### config.mk
export PLATFORM = sky130hd
export DESIGN_NAME = mpu_sequencer_flat
export DESIGN_NICKNAME = d
export VERILOG_FILES = /design/src/rtl/mpu_sequencer_if.sv /design/src/rtl/mpu_sequencer.sv /design/src/flat_wrapper.sv
export SDC_FILE = /design/constraint.sdc
export NUM_CORES = 1
export LEC_CHECK = 0
export ABC_AREA = 1
export BUFFER_PORTS_ARGS = -buffer_cell sky130_fd_sc_hd__buf_2
export CORE_MARGIN = 2
export CORE_UTILIZATION = 46
export CTS_BUF_LIST = sky130_fd_sc_hd__clkbuf_4 sky130_fd_sc_hd__clkbuf_8
export DETAILED_ROUTE_END_ITERATION = 10
export GPL_TIMING_DRIVEN = 0
export PLACE_DENSITY = 0.87
export SKIP_LAST_GASP = 1
export SYNTH_ARGS = -nofsm -noshare
export SYNTH_HDL_FRONTEND = slang
export SYNTH_SLANG_ARGS = --single-unit
### constraint.sdc
create_clock -name sys_clk -period 1.9 [get_ports sys_clk]
set_input_delay 0.38 -clock sys_clk [delete_from_list [all_inputs] [get_ports sys_clk]]
set_output_delay 0.38 -clock sys_clk [all_outputs]
set_load 0.02 [all_outputs]
### src/rtl/mpu_sequencer_if.sv
// ----------------------------------------------------------------------------
// mpu_sequencer_if
//
// Bundle of every non-clock/reset signal of the MPU instruction sequencer.
//
// Handshake semantics:
//   fetch : fetch_req (valid) is held high with fetch_addr stable until
//           fetch_ack (ready) is seen high on a rising edge. The ack may
//           arrive in the first cycle fetch_req is high.
//   exec  : exec_en is a one-cycle strobe. ip_en/ip_incr/ip_load/ip_data,
//           user_irq and data are sampled in that same cycle.
//   irq   : irq (valid) is a level held with irq_data stable until irq_ack
//           (ready) is seen high on a rising edge. irq drops the next cycle.
//   Acks that arrive while their request is low are ignored.
//
// Modports:
//   master : the sequencer (drives fetch/exec/irq/status)
//   slave  : host + fetch unit + execution unit
// ----------------------------------------------------------------------------
interface mpu_sequencer_if;
    // host control
    logic        en;
    logic [15:0] start_ip;
    // fetch handshake
    logic        fetch_req;
    logic [15:0] fetch_addr;
    logic        fetch_ack;
    // execute strobe and IP update from the execution unit
    logic        exec_en;
    logic        ip_en;
    logic [15:0] ip_incr;
    logic        ip_load;
    logic [15:0] ip_data;
    // user interrupt
    logic        user_irq;
    logic [63:0] data;
    logic        irq;
    logic [63:0] irq_data;
    logic        irq_ack;
    // status
    logic [15:0] ip;
    logic        busy;
    logic        halted;
    logic        error;
    // debug view of the FSM state (0 IDLE, 1 FETCH, 2 EXEC, 3 IRQ)
    logic [1:0]  seq_state;

    modport master (
        input  en, start_ip, fetch_ack, ip_en, ip_incr, ip_load, ip_data,
               user_irq, data, irq_ack,
        output fetch_req, fetch_addr, exec_en, irq, irq_data, ip, busy,
               halted, error, seq_state
    );

    modport slave (
        output en, start_ip, fetch_ack, ip_en, ip_incr, ip_load, ip_data,
               user_irq, data, irq_ack,
        input  fetch_req, fetch_addr, exec_en, irq, irq_data, ip, busy,
               halted, error, seq_state
    );
endinterface

### src/rtl/mpu_sequencer.sv
// ----------------------------------------------------------------------------
// mpu_sequencer
//
// Instruction sequencer for the MPU core. Owns the 16-bit instruction
// pointer and walks the core through FETCH and EXEC one instruction at a
// time, applies the execution unit's IP update, stalls in IRQ while a user
// interrupt is pending at the host, and aborts a fetch that is not acked
// within TIMEOUT cycles (sticky error).
//
// Parameters:
//   TIMEOUT   : FETCH cycles without fetch_ack before abort (1..65535)
//
// Ports:
//   sys_clk   : core clock, rising edge
//   sys_rst_n : asynchronous active-low reset
//   bus       : mpu_sequencer_if.master (host control, fetch handshake,
//               execute strobe / IP update, interrupt handshake, status,
//               debug state)
//
// Every output is a flop; fetch_addr and ip are both the IP register.
// ----------------------------------------------------------------------------
module mpu_sequencer #(
    parameter int unsigned TIMEOUT = 255
) (
    input  logic                   sys_clk,
    input  logic                   sys_rst_n,
    mpu_sequencer_if.master        bus
);

    typedef enum logic [1:0] {
        ST_IDLE  = 2'd0,
        ST_FETCH = 2'd1,
        ST_EXEC  = 2'd2,
        ST_IRQ   = 2'd3
    } state_t;

    // Counter value seen in the TIMEOUT-th FETCH cycle (counter starts at 0).
    localparam logic [15:0] TIMEOUT_LAST = 16'(TIMEOUT - 1);

    state_t      state;
    logic [15:0] ip_q;
    logic [63:0] irq_data_q;
    logic [15:0] cnt_q;
    logic        halt_pend_q;

    // Registered output decodes, updated together with every state change.
    logic        fetch_req_q;
    logic        exec_en_q;
    logic        irq_q;
    logic        busy_q;
    logic        halted_q;
    logic        error_q;

    always_ff @(posedge sys_clk or negedge sys_rst_n) begin
        if (!sys_rst_n) begin
            state       <= ST_IDLE;
            ip_q        <= 16'h0000;
            irq_data_q  <= 64'h0;
            cnt_q       <= 16'h0000;
            halt_pend_q <= 1'b0;
            fetch_req_q <= 1'b0;
            exec_en_q   <= 1'b0;
            irq_q       <= 1'b0;
            busy_q      <= 1'b0;
            halted_q    <= 1'b0;
            error_q     <= 1'b0;
        end else begin
            // halted is a single-cycle pulse
            halted_q <= 1'b0;

            case (state)
                ST_IDLE: begin
                    if (bus.en) begin
                        ip_q        <= bus.start_ip;
                        error_q     <= 1'b0;
                        cnt_q       <= 16'h0000;
                        state       <= ST_FETCH;
                        fetch_req_q <= 1'b1;
                        busy_q      <= 1'b1;
                    end
                end

                ST_FETCH: begin
                    if (!bus.en) begin
                        // host stop abandons the fetch without flagging error
                        state       <= ST_IDLE;
                        fetch_req_q <= 1'b0;
                        busy_q      <= 1'b0;
                        cnt_q       <= 16'h0000;
                    end else if (bus.fetch_ack) begin
                        state       <= ST_EXEC;
                        fetch_req_q <= 1'b0;
                        exec_en_q   <= 1'b1;
                        cnt_q       <= 16'h0000;
                    end else if (cnt_q == TIMEOUT_LAST) begin
                        error_q     <= 1'b1;
                        state       <= ST_IDLE;
                        fetch_req_q <= 1'b0;
                        busy_q      <= 1'b0;
                        cnt_q       <= 16'h0000;
                    end else begin
                        cnt_q <= cnt_q + 16'h0001;
                    end
                end

                ST_EXEC: begin
                    exec_en_q <= 1'b0;

                    // Jump wins over increment; the add wraps at 16 bits.
                    if (bus.ip_en) begin
                        if (bus.ip_load) begin
                            ip_q <= bus.ip_data;
                        end else begin
                            ip_q <= ip_q + bus.ip_incr;
                        end
                    end

                    if (bus.user_irq) begin
                        // A halting instruction that also raises an irq
                        // halts only once the host has acknowledged.
                        irq_data_q  <= bus.data;
                        halt_pend_q <= ~bus.ip_en;
                        state       <= ST_IRQ;
                        irq_q       <= 1'b1;
                    end else if (!bus.ip_en) begin
                        halted_q <= 1'b1;
                        state    <= ST_IDLE;
                        busy_q   <= 1'b0;
                    end else if (!bus.en) begin
                        state  <= ST_IDLE;
                        busy_q <= 1'b0;
                    end else begin
                        state       <= ST_FETCH;
                        fetch_req_q <= 1'b1;
                        cnt_q       <= 16'h0000;
                    end
                end

                ST_IRQ: begin
                    // Only the host ack leaves IRQ; en=0 alone is ignored.
                    if (bus.irq_ack) begin
                        irq_q       <= 1'b0;
                        halt_pend_q <= 1'b0;
                        if (halt_pend_q) begin
                            halted_q <= 1'b1;
                            state    <= ST_IDLE;
                            busy_q   <= 1'b0;
                        end else if (!bus.en) begin
                            state  <= ST_IDLE;
                            busy_q <= 1'b0;
                        end else begin
                            state       <= ST_FETCH;
                            fetch_req_q <= 1'b1;
                            cnt_q       <= 16'h0000;
                        end
                    end
                end

                default: begin
                    state       <= ST_IDLE;
                    fetch_req_q <= 1'b0;
                    exec_en_q   <= 1'b0;
                    irq_q       <= 1'b0;
                    busy_q      <= 1'b0;
                end
            endcase
        end
    end

    assign bus.fetch_req  = fetch_req_q;
    assign bus.fetch_addr = ip_q;
    assign bus.exec_en    = exec_en_q;
    assign bus.irq        = irq_q;
    assign bus.irq_data   = irq_data_q;
    assign bus.ip         = ip_q;
    assign bus.busy       = busy_q;
    assign bus.halted     = halted_q;
    assign bus.error      = error_q;
    assign bus.seq_state  = state;

endmodule

### src/flat_wrapper.sv
// flat-port wrapper written by rule: the top's interface ports become plain ports
module mpu_sequencer_flat 
#(
    parameter int unsigned TIMEOUT = 255
)
  (sys_clk, sys_rst_n, bus_en, bus_start_ip, bus_fetch_ack, bus_ip_en, bus_ip_incr, bus_ip_load, bus_ip_data, bus_user_irq, bus_data, bus_irq_ack, bus_fetch_req, bus_fetch_addr, bus_exec_en, bus_irq, bus_irq_data, bus_ip, bus_busy, bus_halted, bus_error, bus_seq_state);
  mpu_sequencer_if bus_i ();
  input  logic sys_clk;
  input  logic sys_rst_n;
  input wire logic [$bits(bus_i.en)-1:0] bus_en;
  input wire logic [$bits(bus_i.start_ip)-1:0] bus_start_ip;
  input wire logic [$bits(bus_i.fetch_ack)-1:0] bus_fetch_ack;
  input wire logic [$bits(bus_i.ip_en)-1:0] bus_ip_en;
  input wire logic [$bits(bus_i.ip_incr)-1:0] bus_ip_incr;
  input wire logic [$bits(bus_i.ip_load)-1:0] bus_ip_load;
  input wire logic [$bits(bus_i.ip_data)-1:0] bus_ip_data;
  input wire logic [$bits(bus_i.user_irq)-1:0] bus_user_irq;
  input wire logic [$bits(bus_i.data)-1:0] bus_data;
  input wire logic [$bits(bus_i.irq_ack)-1:0] bus_irq_ack;
  output wire logic [$bits(bus_i.fetch_req)-1:0] bus_fetch_req;
  output wire logic [$bits(bus_i.fetch_addr)-1:0] bus_fetch_addr;
  output wire logic [$bits(bus_i.exec_en)-1:0] bus_exec_en;
  output wire logic [$bits(bus_i.irq)-1:0] bus_irq;
  output wire logic [$bits(bus_i.irq_data)-1:0] bus_irq_data;
  output wire logic [$bits(bus_i.ip)-1:0] bus_ip;
  output wire logic [$bits(bus_i.busy)-1:0] bus_busy;
  output wire logic [$bits(bus_i.halted)-1:0] bus_halted;
  output wire logic [$bits(bus_i.error)-1:0] bus_error;
  output wire logic [$bits(bus_i.seq_state)-1:0] bus_seq_state;
  assign bus_i.en = bus_en;
  assign bus_i.start_ip = bus_start_ip;
  assign bus_i.fetch_ack = bus_fetch_ack;
  assign bus_i.ip_en = bus_ip_en;
  assign bus_i.ip_incr = bus_ip_incr;
  assign bus_i.ip_load = bus_ip_load;
  assign bus_i.ip_data = bus_ip_data;
  assign bus_i.user_irq = bus_user_irq;
  assign bus_i.data = bus_data;
  assign bus_i.irq_ack = bus_irq_ack;
  assign bus_fetch_req = bus_i.fetch_req;
  assign bus_fetch_addr = bus_i.fetch_addr;
  assign bus_exec_en = bus_i.exec_en;
  assign bus_irq = bus_i.irq;
  assign bus_irq_data = bus_i.irq_data;
  assign bus_ip = bus_i.ip;
  assign bus_busy = bus_i.busy;
  assign bus_halted = bus_i.halted;
  assign bus_error = bus_i.error;
  assign bus_seq_state = bus_i.seq_state;
  mpu_sequencer #(.TIMEOUT(TIMEOUT)) u_core (.sys_clk(sys_clk), .sys_rst_n(sys_rst_n), .bus(bus_i));
endmodule
## Word-level counts from Yosys, hierarchy flattened

Cells that the tools add are included.

| cells by class | value |
|---|---|
| eq/ne operators | 17 |
| mux-type cells | 59 |
| reductions and logical operators | 14 |
| bitwise gates (word level) | 1 |
| $add $sub $neg | 2 |

Operators with widths:

| operator | number |
|---|---|
| 2-to-1 mux 16 bit | 11 |
| one-hot mux 16 bit (4 select lines) | 1 |
| one-hot mux 16 bit (2 select lines) | 1 |
| 2-to-1 mux 1 bit | 30 |
| inequality test 2 bit (second input constant) | 9 |
| adder 16 x 1 -> 16 bit (second input constant) | 1 |
| adder 16 bit | 1 |
| == test 16 x 8 -> 1 bit (second input constant) | 1 |
| 2-to-1 mux 2 bit | 8 |
| AND reduction 5 bit | 3 |
| AND reduction 3 bit | 4 |
| one-hot mux 1 bit (2 select lines) | 5 |
| one-hot mux 1 bit (4 select lines) | 2 |
| one-hot mux 2 bit (4 select lines) | 1 |
| nonzero test 2 bit | 4 |
| == test 2 bit (second input constant) | 2 |
| inequality test 4 x 3 -> 1 bit (second input constant) | 1 |
| AND reduction 4 bit | 1 |
| inequality test 3 x 2 -> 1 bit (second input constant) | 1 |
| inequality test 3 bit (second input constant) | 1 |
| == test 2 x 1 -> 1 bit (second input constant) | 1 |
| zero test 2 bit | 1 |
| inequality test 2 x 1 -> 1 bit (second input constant) | 1 |
| AND reduction 2 bit | 1 |
| inverter 1 bit | 1 |

| word-level totals | value |
|---|---|
| input bits | 120 |
| word-level logic and storage cells | 104 |
| register bits after elaboration | 105 |

## Logic depth before layout (Yosys ltp)

Gate-level depths: netlist of the first run.

| logic depth | value |
|---|---|
| word-level depth | 5 |
| gate-level depth with buffers | 11 |
| gate-level depth less buffers | 11 |

## Worst setup path before layout of the first run

OpenSTA, ideal clock, no wires.

| timing | value |
|---|---|
| path kind | register -> register |
| start | reg u_core.ip_q[0], in the netlist u_core.bus.fetch_addr[0] |
| end | reg u_core.ip_q[8], in the netlist u_core.bus.fetch_addr[8] |
| required time | 1.780 ns |
| arrival time | 1.803 ns |
| setup time | 0.120 ns |
| slack | -0.023 ns |
| clock period less this slack | 1.923 ns |
| cell stages (with the launch flop) | 10 |
| cells stage by stage | dfrtp_1 ha_1 fa_1 nand3_1 nand3_1 a21oi_1 xor2_1 nand2_1 nand2_1 a21oi_1 |

| on the way | value |
|---|---|
| word-level cells in the longest chain between the ends | 4 |

Ends and longest elaborated chain:

| what | line | source |
|---|---|---|
| start, declared | mpu_sequencer.sv:41 | `logic [15:0] ip_q;` |
| start signal, assigned | mpu_sequencer.sv:74 | `ip_q <= bus.start_ip;` |
| start signal, assigned | mpu_sequencer.sv:112 | `ip_q <= bus.ip_data;` |
| start signal, assigned | mpu_sequencer.sv:114 | `ip_q <= ip_q + bus.ip_incr;` |
| adder 16 bit | mpu_sequencer.sv:114 |  |
| 2-to-1 mux 16 bit | mpu_sequencer.sv:111 | `if (bus.ip_load) begin` |
| 2-to-1 mux 16 bit | mpu_sequencer.sv:110 | `if (bus.ip_en) begin` |
| one-hot mux 16 bit (2 select lines) | mpu_sequencer.sv:71 | `case (state)` |

Every way passes these cells. The select of a mux whose other input is x is not followed.
A chain may end at the register's enable or synchronous reset.

## Final worst setup path of the first run

Same ends and word-level chain as after synthesis.

==> run summary, run 1 <==
status = completed
# IOs = 224
clock buffer count from CTS = 9
R2R depth = 9
GRT Total Usage = 0.242
Mean Syn Cell Area = 7.31 um2
vias in the first global route = 5,794
VDD IR-drop max = 0.894 mV
final core occ = 0.609
Die W = 118 um
Psw = 0.00571 W
final worst slack = 0.0377 ns
min Tclk post-route = 1.86 ns
Initial DRT Pass Iterations = 5
internal power = 0.00607 W
grt ovf = 0
Synth Flop Type = dfrtp_1
CP Launch Point = u_core.bus.fetch_addr[0]
area delta synth->final = 28.9%
Fill cells = 1,124
part of the power in registers = 0.323
clk root buf = clkbuf_8
diode count = 0
Final Hold Fails = 0
Final Setup Violations = 0
core area = 12,700 um2
Power Density = 1530 nW/um2
worst-margin pin slew = 0.611 ns
Detail Placement HPWL = 12,800 um
register clock-pin slew on the reported worst setup and hold paths = 0.11 ns
gpl congestion = 0.926
flop-to-flop setup slack = 0.04 ns
Cell Area, Synth = 5990 um2
Worst Setup EP = u_core.bus.fetch_addr[8]
min-delay worst type = primary input to flip-flop
Nets = 1,196
Starting Density = 0.473
reg2reg start = u_core.bus.fetch_addr[0]
vias per inst = 4.94
dpl cells = 1,213
worst path arrival time = 2.13 ns
cell row count = 41
clk sink count = 105
max_cap viols = 0
initial drt markers = 472
syn_nets = 957
antenna violations before repair = 0
die area = 14,000 um2
asr flop ratio synth = 1.00
H-tree depth = 3
critical path type = flip-flop to flip-flop
non-filler cells, final = 1,235
clock power share = 0.117
Crit Path Max Fanout = 3
yosys warns = 0
Comb pwr share = 0.560
DRC = 0
Final ANT Viol Nets = 0
Post-Route WL = 16,900 um
relative slew slack = 0.593
Worst Setup End Kind = flip-flop
Crit path required time = 2.17 ns
final count of pins violating max slew = 0
IO Port Bufs = 221
Post-synth EDFFs = 0
crit share post-route = 0.980
WL/cell = 13.7 um
Hold WS = 0.188 ns
#FFs+latches synth = 105
Mapped Cells = 819
reg-to-reg critical path endpoint = u_core.bus.fetch_addr[8]
Fin Clk Skew = 0.00839 ns
Sw Share = 0.484
leak pwr = 4.37 nW
first-pass GRT wire length = 27,300 um
share of cells above drive strength 1 = 0.303
post-synthesis sequential area ratio = 0.439
CTS tree = yes
maximum clock rate = 537 MHz
Bufs on Longest Clock Path = 2
Clk Latency, worst-skew pair = 0.38 ns
CP Launch Type = flip-flop
pin count of the biggest net entering global routing = 63
worst slack at placement = -0.219 ns
height of the die = 118 um
count of cell types in the netlist = 32
Via Count = 6,106
unrepaired setup endpoints after global routing = yes
cell families after synthesis:
logic type | after synthesis | share of synthesized area
AOI/OAI and AO/OA | 59 | 0.0641
adders and majority gates | 18 | 0.0389
xor gates and xnor gates | 18 | 0.0263
and+or+nand+nor | 495 | 0.336
DFF | 105 | 0.439
buffers and inverters | 124 | 0.0957
synthesized netlist by cell type, types with 2 or more instances:
| cell | count | area [um2] |
|---|---|---|
| xor2_1 | 15 | 131 |
| buf_4 | 18 | 135 |
| o21ai_0 | 16 | 80.1 |
| o22ai_2 | 4 | 50.1 |
| clkbuf_1 | 9 | 33.8 |
| nand4_1 | 11 | 68.8 |
| inv_1 | 76 | 285 |
| nor2_1 | 72 | 270 |
| o211ai_1 | 3 | 22.5 |
| buf_2 | 14 | 70.1 |
| dfrtp_1 | 105 | 2630 |
| o21ai_1 | 2 | 10.0 |
| nor2_4 | 2 | 22.5 |
| buf_6 | 3 | 33.8 |
| nor3_1 | 12 | 60.1 |
| inv_2 | 4 | 15.0 |
| nand3_1 | 42 | 210 |
| o21ai_2 | 7 | 61.3 |
| nand2_1 | 347 | 1300 |
| xnor2_1 | 3 | 26.3 |
| a31oi_1 | 4 | 25.0 |
| a21oi_1 | 21 | 105 |
| ha_1 | 17 | 213 |
| nor2_2 | 4 | 25.0 |
sequential cells by signal, summed over array words and instances, names as in the netlist:
name                   flops
u_core.bus.irq_data       64
u_core.bus.fetch_addr     16
u_core.cnt_q              16
u_core.bus.seq_state       2
u_core.bus.busy            1
u_core.bus.error           1
u_core.bus.exec_en         1
u_core.bus.fetch_req       1
u_core.bus.halted          1
u_core.bus.irq             1
u_core.halt_pend_q         1
cell usage in the layout, fill, tap and decap left out, types with 3 or more instances in the layout:
cell / Yosys / routed
nand2_1: 347 / 346
buf_2: 14 / 234
dfrtp_1: 105 / 103
inv_1: 76 / 76
nor2_1: 72 / 72
nand3_1: 42 / 39
buf_4: 18 / 24
a21oi_1: 21 / 19
o21ai_0: 16 / 16
xor2_1: 15 / 15
nor3_1: 12 / 12
nand4_1: 11 / 11
clkbuf_1: 9 / 9
ha_4: 0 / 9
clkbuf_8: 0 / 9
ha_1: 17 / 8
o21ai_2: 7 / 7
nor2_2: 4 / 4
inv_2: 4 / 4
o22ai_2: 4 / 4
a31oi_1: 4 / 4
inv_6: 0 / 4
buf_6: 3 / 3
xnor2_1: 3 / 3
nand3_2: 0 / 3
o211ai_1: 3 / 3
how the worst min path moves through the flow:
stage,endpoint,cells after the start,from
CTS,u_core.bus.irq_data[30],3,bus_data[30]
global route,u_core.bus.irq_data[39],3,bus_data[39]
global placement,u_core.bus.irq_data[5],2,u_core.bus.irq_data[5]
finish,u_core.bus.irq_data[52],3,bus_data[52]
floorplan,u_core.bus.busy,0,sys_rst_n
detailed placement,u_core.bus.irq_data[50],1,sys_rst_n
critical path: stages, from the launching register on:
cell	delay (ns)
dfrtp_2	0.45
ha_4	0.18
fa_2	0.37
nand3_2	0.08
nand3_2	0.10
a21oi_2	0.15
xor2_1	0.18
nand2_1	0.08
nand2_1	0.08
a21oi_1	0.06
cell type report:
type,count,area (um2),area share
Buffer,44,273,0.0353
Clock buffer,10,131,0.0170
Clock inverter,6,58.8,0.00762
Inverter,80,300,0.0389
Multi-Input combinational cell,590,2930,0.379
Sequential cell,105,2630,0.341
Tap cell,172,215,0.0279
Timing Repair Buffer,228,1180,0.153
per-stage QoR:
stage	total power, W	area, um2	TNS [ns]
floorplan	0.00803	5990	0
global placement	0.00991	7310	-71.46
detailed placement	0.0101	7340	-0.587
CTS	0.0116	7590	0
global route	0.0127	7720	-0.124
finish	0.0118	7720	0
timing repair:
action / 4_1_cts / 5_1_grt
hold buffers: 1 / 0
gates resized for setup: 5 / 14
pin swaps: 2 / 5
hold endpoints to repair: 6 / 0
buffers inserted: 3 / 2
endpoints found under the setup margin: 6 / 13
metal layers:
| metal | track usage | up-vias | wire length, um |
|---|---|---|---|
| met5 | 0 | - | 0 |
| met4 | 0.107 | 0 | 421 |
| met3 | 0.0422 | 28 | 1260 |
| met2 | 0.410 | 272 | 8200 |
| met1 | 0.302 | 2803 | 7050 |
| li1 | - | 3003 | - |
power by group through the flow:
stage,Clock (W),Sequential [W],Combinational (W)
2_1_floorplan,0,0.00475,0.00328
3_3_place_gp,0,0.00375,0.00616
3_5_place_dp,0,0.00377,0.00632
6_report,0.00138,0.00380,0.00659
4_1_cts,0.00141,0.00375,0.00639
5_1_grt,0.00152,0.00390,0.00726
(Power assumes the default switching activity.)
==> run 2, diff against run 1 <==
BUFFER_PORTS_ARGS = -buffer_cell sky130_fd_sc_hd__buf_4   (was -buffer_cell sky130_fd_sc_hd__buf_2)
==> run 2 against run 1 <==
  * Non-clock buffer count is 4 lower
  * Maximum frequency is 1.8% higher
  * Clock power grew 10%
  * Flip-flop and latch count stayed put
  * Via count about the same
  * Critical endpoint unchanged
==> run summary, run 2 (synthesis results as in run 1) <==
most frequent cells in the layout = nand2_1, buf_4, dfrtp_1
relative slew slack = 0.377 (-0.215)
min-delay worst type = primary input to asynchronous set/reset pin
CP max-delay cell = dfrtp_2
share of cells above drive strength 1 = 0.307 (+0.00398)
Nets = 1,192 (-0.33%)
commonest non-fill, non-tap cell in the layout = nand2_1
Bufs on Longest Clock Path = 2 (unchanged)
Starting Density = 0.473 (unchanged)
Crit Path Max Fanout = 4 (+1)
register clock-pin slew on the reported worst setup and hold paths = 0.12 ns (about the same)
pin count of the biggest net entering global routing = 106 (+68%)
final instance area = 8290 um2 (+7.4%)
Bufs and invs on worst path = 0 (unchanged)
core area = 12,700 um2 (unchanged)
final count of pins violating max slew = 0 (unchanged)
grt ovf = 0 (unchanged)
max reg flops = 64 (unchanged)
vias per inst = 4.96 (+0.41%)
Crit path required time = 2.18 ns (about the same)
leak pwr = 4.53 nW (+3.7%)
Power Density = 1530 nW/um2 (about the same)
gpl congestion = 0.929 (+0.35%)
Post-Route WL = 17,400 um (+2.4%)
Initial DRT Pass Iterations = 5 (unchanged)
WL/cell = 14.1 um (+2.8%)
initial drt markers = 457 (-3.2%)
clock buffer count from CTS = 9 (unchanged)
die area = 14,000 um2 (unchanged)
CP delay by family, top = adder cells
CP Launch Type = flip-flop
Clk Latency, worst-skew pair = 0.39 ns (about the same)
first-pass GRT wire length = 27,900 um (+2.1%)
CTS tree = yes
Worst Setup End Kind = flip-flop
DRC = 0 (unchanged)
crit-path cells = ha_4 -> fa_2 -> nand3_2 -> nand3_4 -> a21oi_2 -> xor2_1 -> nand2_1 -> nand2_1 -> a21oi_1
Final Hold Fails = 0 (unchanged)
final core occ = 0.655 (+0.0452)
# hold bufs at CTS = 0 (-1)
area delta synth->final = 38.5%
cell row count = 41 (unchanged)
critical path type = flip-flop to flip-flop
status = completed
Critical Path Max Stage Delay = 0.45 ns (about the same)
multi-input logic area = 2970 um2 (+1.4%)
vias in the first global route = 5,818 (+0.41%)
clk sink count = 105 (unchanged)
crit share post-route = 0.963 (-0.0172)
clk root buf = clkbuf_8
diode count = 0 (unchanged)
Fin Clk Skew = 0.0121 ns (+0.00367 ns)
worst path arrival time = 2.11 ns (-0.02 ns)
FF+latch area = 2630 um2 (about the same)
Final Setup Violations = 0 (unchanged)
min Tclk post-route = 1.83 ns (-0.0326 ns)
Fill cells = 1,063 (-5.4%)
H-tree depth = 3 (unchanged)
GRT Total Usage = 0.246 (+0.00422)
maximum clock rate = 547 MHz (+1.8%)
placed cell area = 7870 um2 (+7.1%)
antenna violations before repair = 0 (unchanged)
most frequent CP cell = nand2_1
height of the die = 118 um (unchanged)
# IOs = 224 (unchanged)
max_cap viols = 0 (unchanged)
Final ANT Viol Nets = 0 (unchanged)
worst-margin pin slew = 0.934 ns (+0.323 ns)
Detail Placement HPWL = 12,900 um (+0.84%)
Die W = 118 um (unchanged)
unrepaired setup endpoints after global routing = yes
IO Port Bufs = 221 (unchanged)
VDD IR-drop max = 0.922 mV (+3.2%)
Via Count = 6,111 (+0.082%)
## run 2: area by class of cell
class | instances | area share
Tap cell | 172 | 0.0259
Sequential cell | 105 | 0.317
Multi-Input combinational cell | 590 | 0.358
Clock buffer | 9 | 0.0149
Clock inverter | 7 | 0.0115
Buffer | 44 | 0.0329
Timing Repair Buffer | 224 | 0.203
Inverter | 80 | 0.0362
## run 2: per-layer routing
layer	track usage	vias to the layer above	part of all wire
met5	0	-	0
met3	0.0601	22	0.086
li1	-	3004	-
met1	0.306	2802	0.40
met4	0.0896	0	0.015
met2	0.415	283	0.50
## run 2: what timing repair did
action	CTS	global route
setup buffers	1	2
setup endpoints to repair	6	13
endpoints found under the hold margin	0	0
resized for setup	5	22
pin swaps	0	7
## run 2: worst paths after layout
path                                     startpoint  cells after the start                        to  slack (ns)
setup / recovery           u_core.bus.fetch_addr[0]                      9  u_core.bus.fetch_addr[8]        0.07
hold / removal                            sys_rst_n                      1   u_core.bus.irq_data[48]         0.1
setup reg to reg           u_core.bus.fetch_addr[0]                      9  u_core.bus.fetch_addr[8]        0.07
hold reg to reg             u_core.bus.irq_data[22]                      2   u_core.bus.irq_data[22]        0.48
max in group asynchronous                 sys_rst_n                      1  u_core.bus.fetch_addr[2]        1.13
min in group sys_clk                   bus_data[42]                      3   u_core.bus.irq_data[42]        0.18
## run 2: power by group
part / switching, W / internal, W / leakage [nW]
Clock: 0.000873 / 0.000649 / 0.111
Sequential: 0.000724 / 0.00311 / 1.32
Combinational: 0.00423 / 0.00307 / 3.10
Total: 0.00582 / 0.00683 / 4.53
## run 2: per-stage QoR
stage          cells  TNS [ns]  power (W)  setup slack [ns]  hold WS [ns]
2_1_floorplan    819         0    0.00803           0.00747        0.0844
3_3_place_gp    1212    -0.590     0.0106            -0.185         0.455
3_5_place_dp    1212    -0.625     0.0108            -0.199         0.460
4_1_cts         1229         0     0.0124            0.0172         0.161
5_1_grt         1231   -0.0954     0.0136           -0.0389         0.165
6_report        1231         0     0.0127            0.0703        0.0970
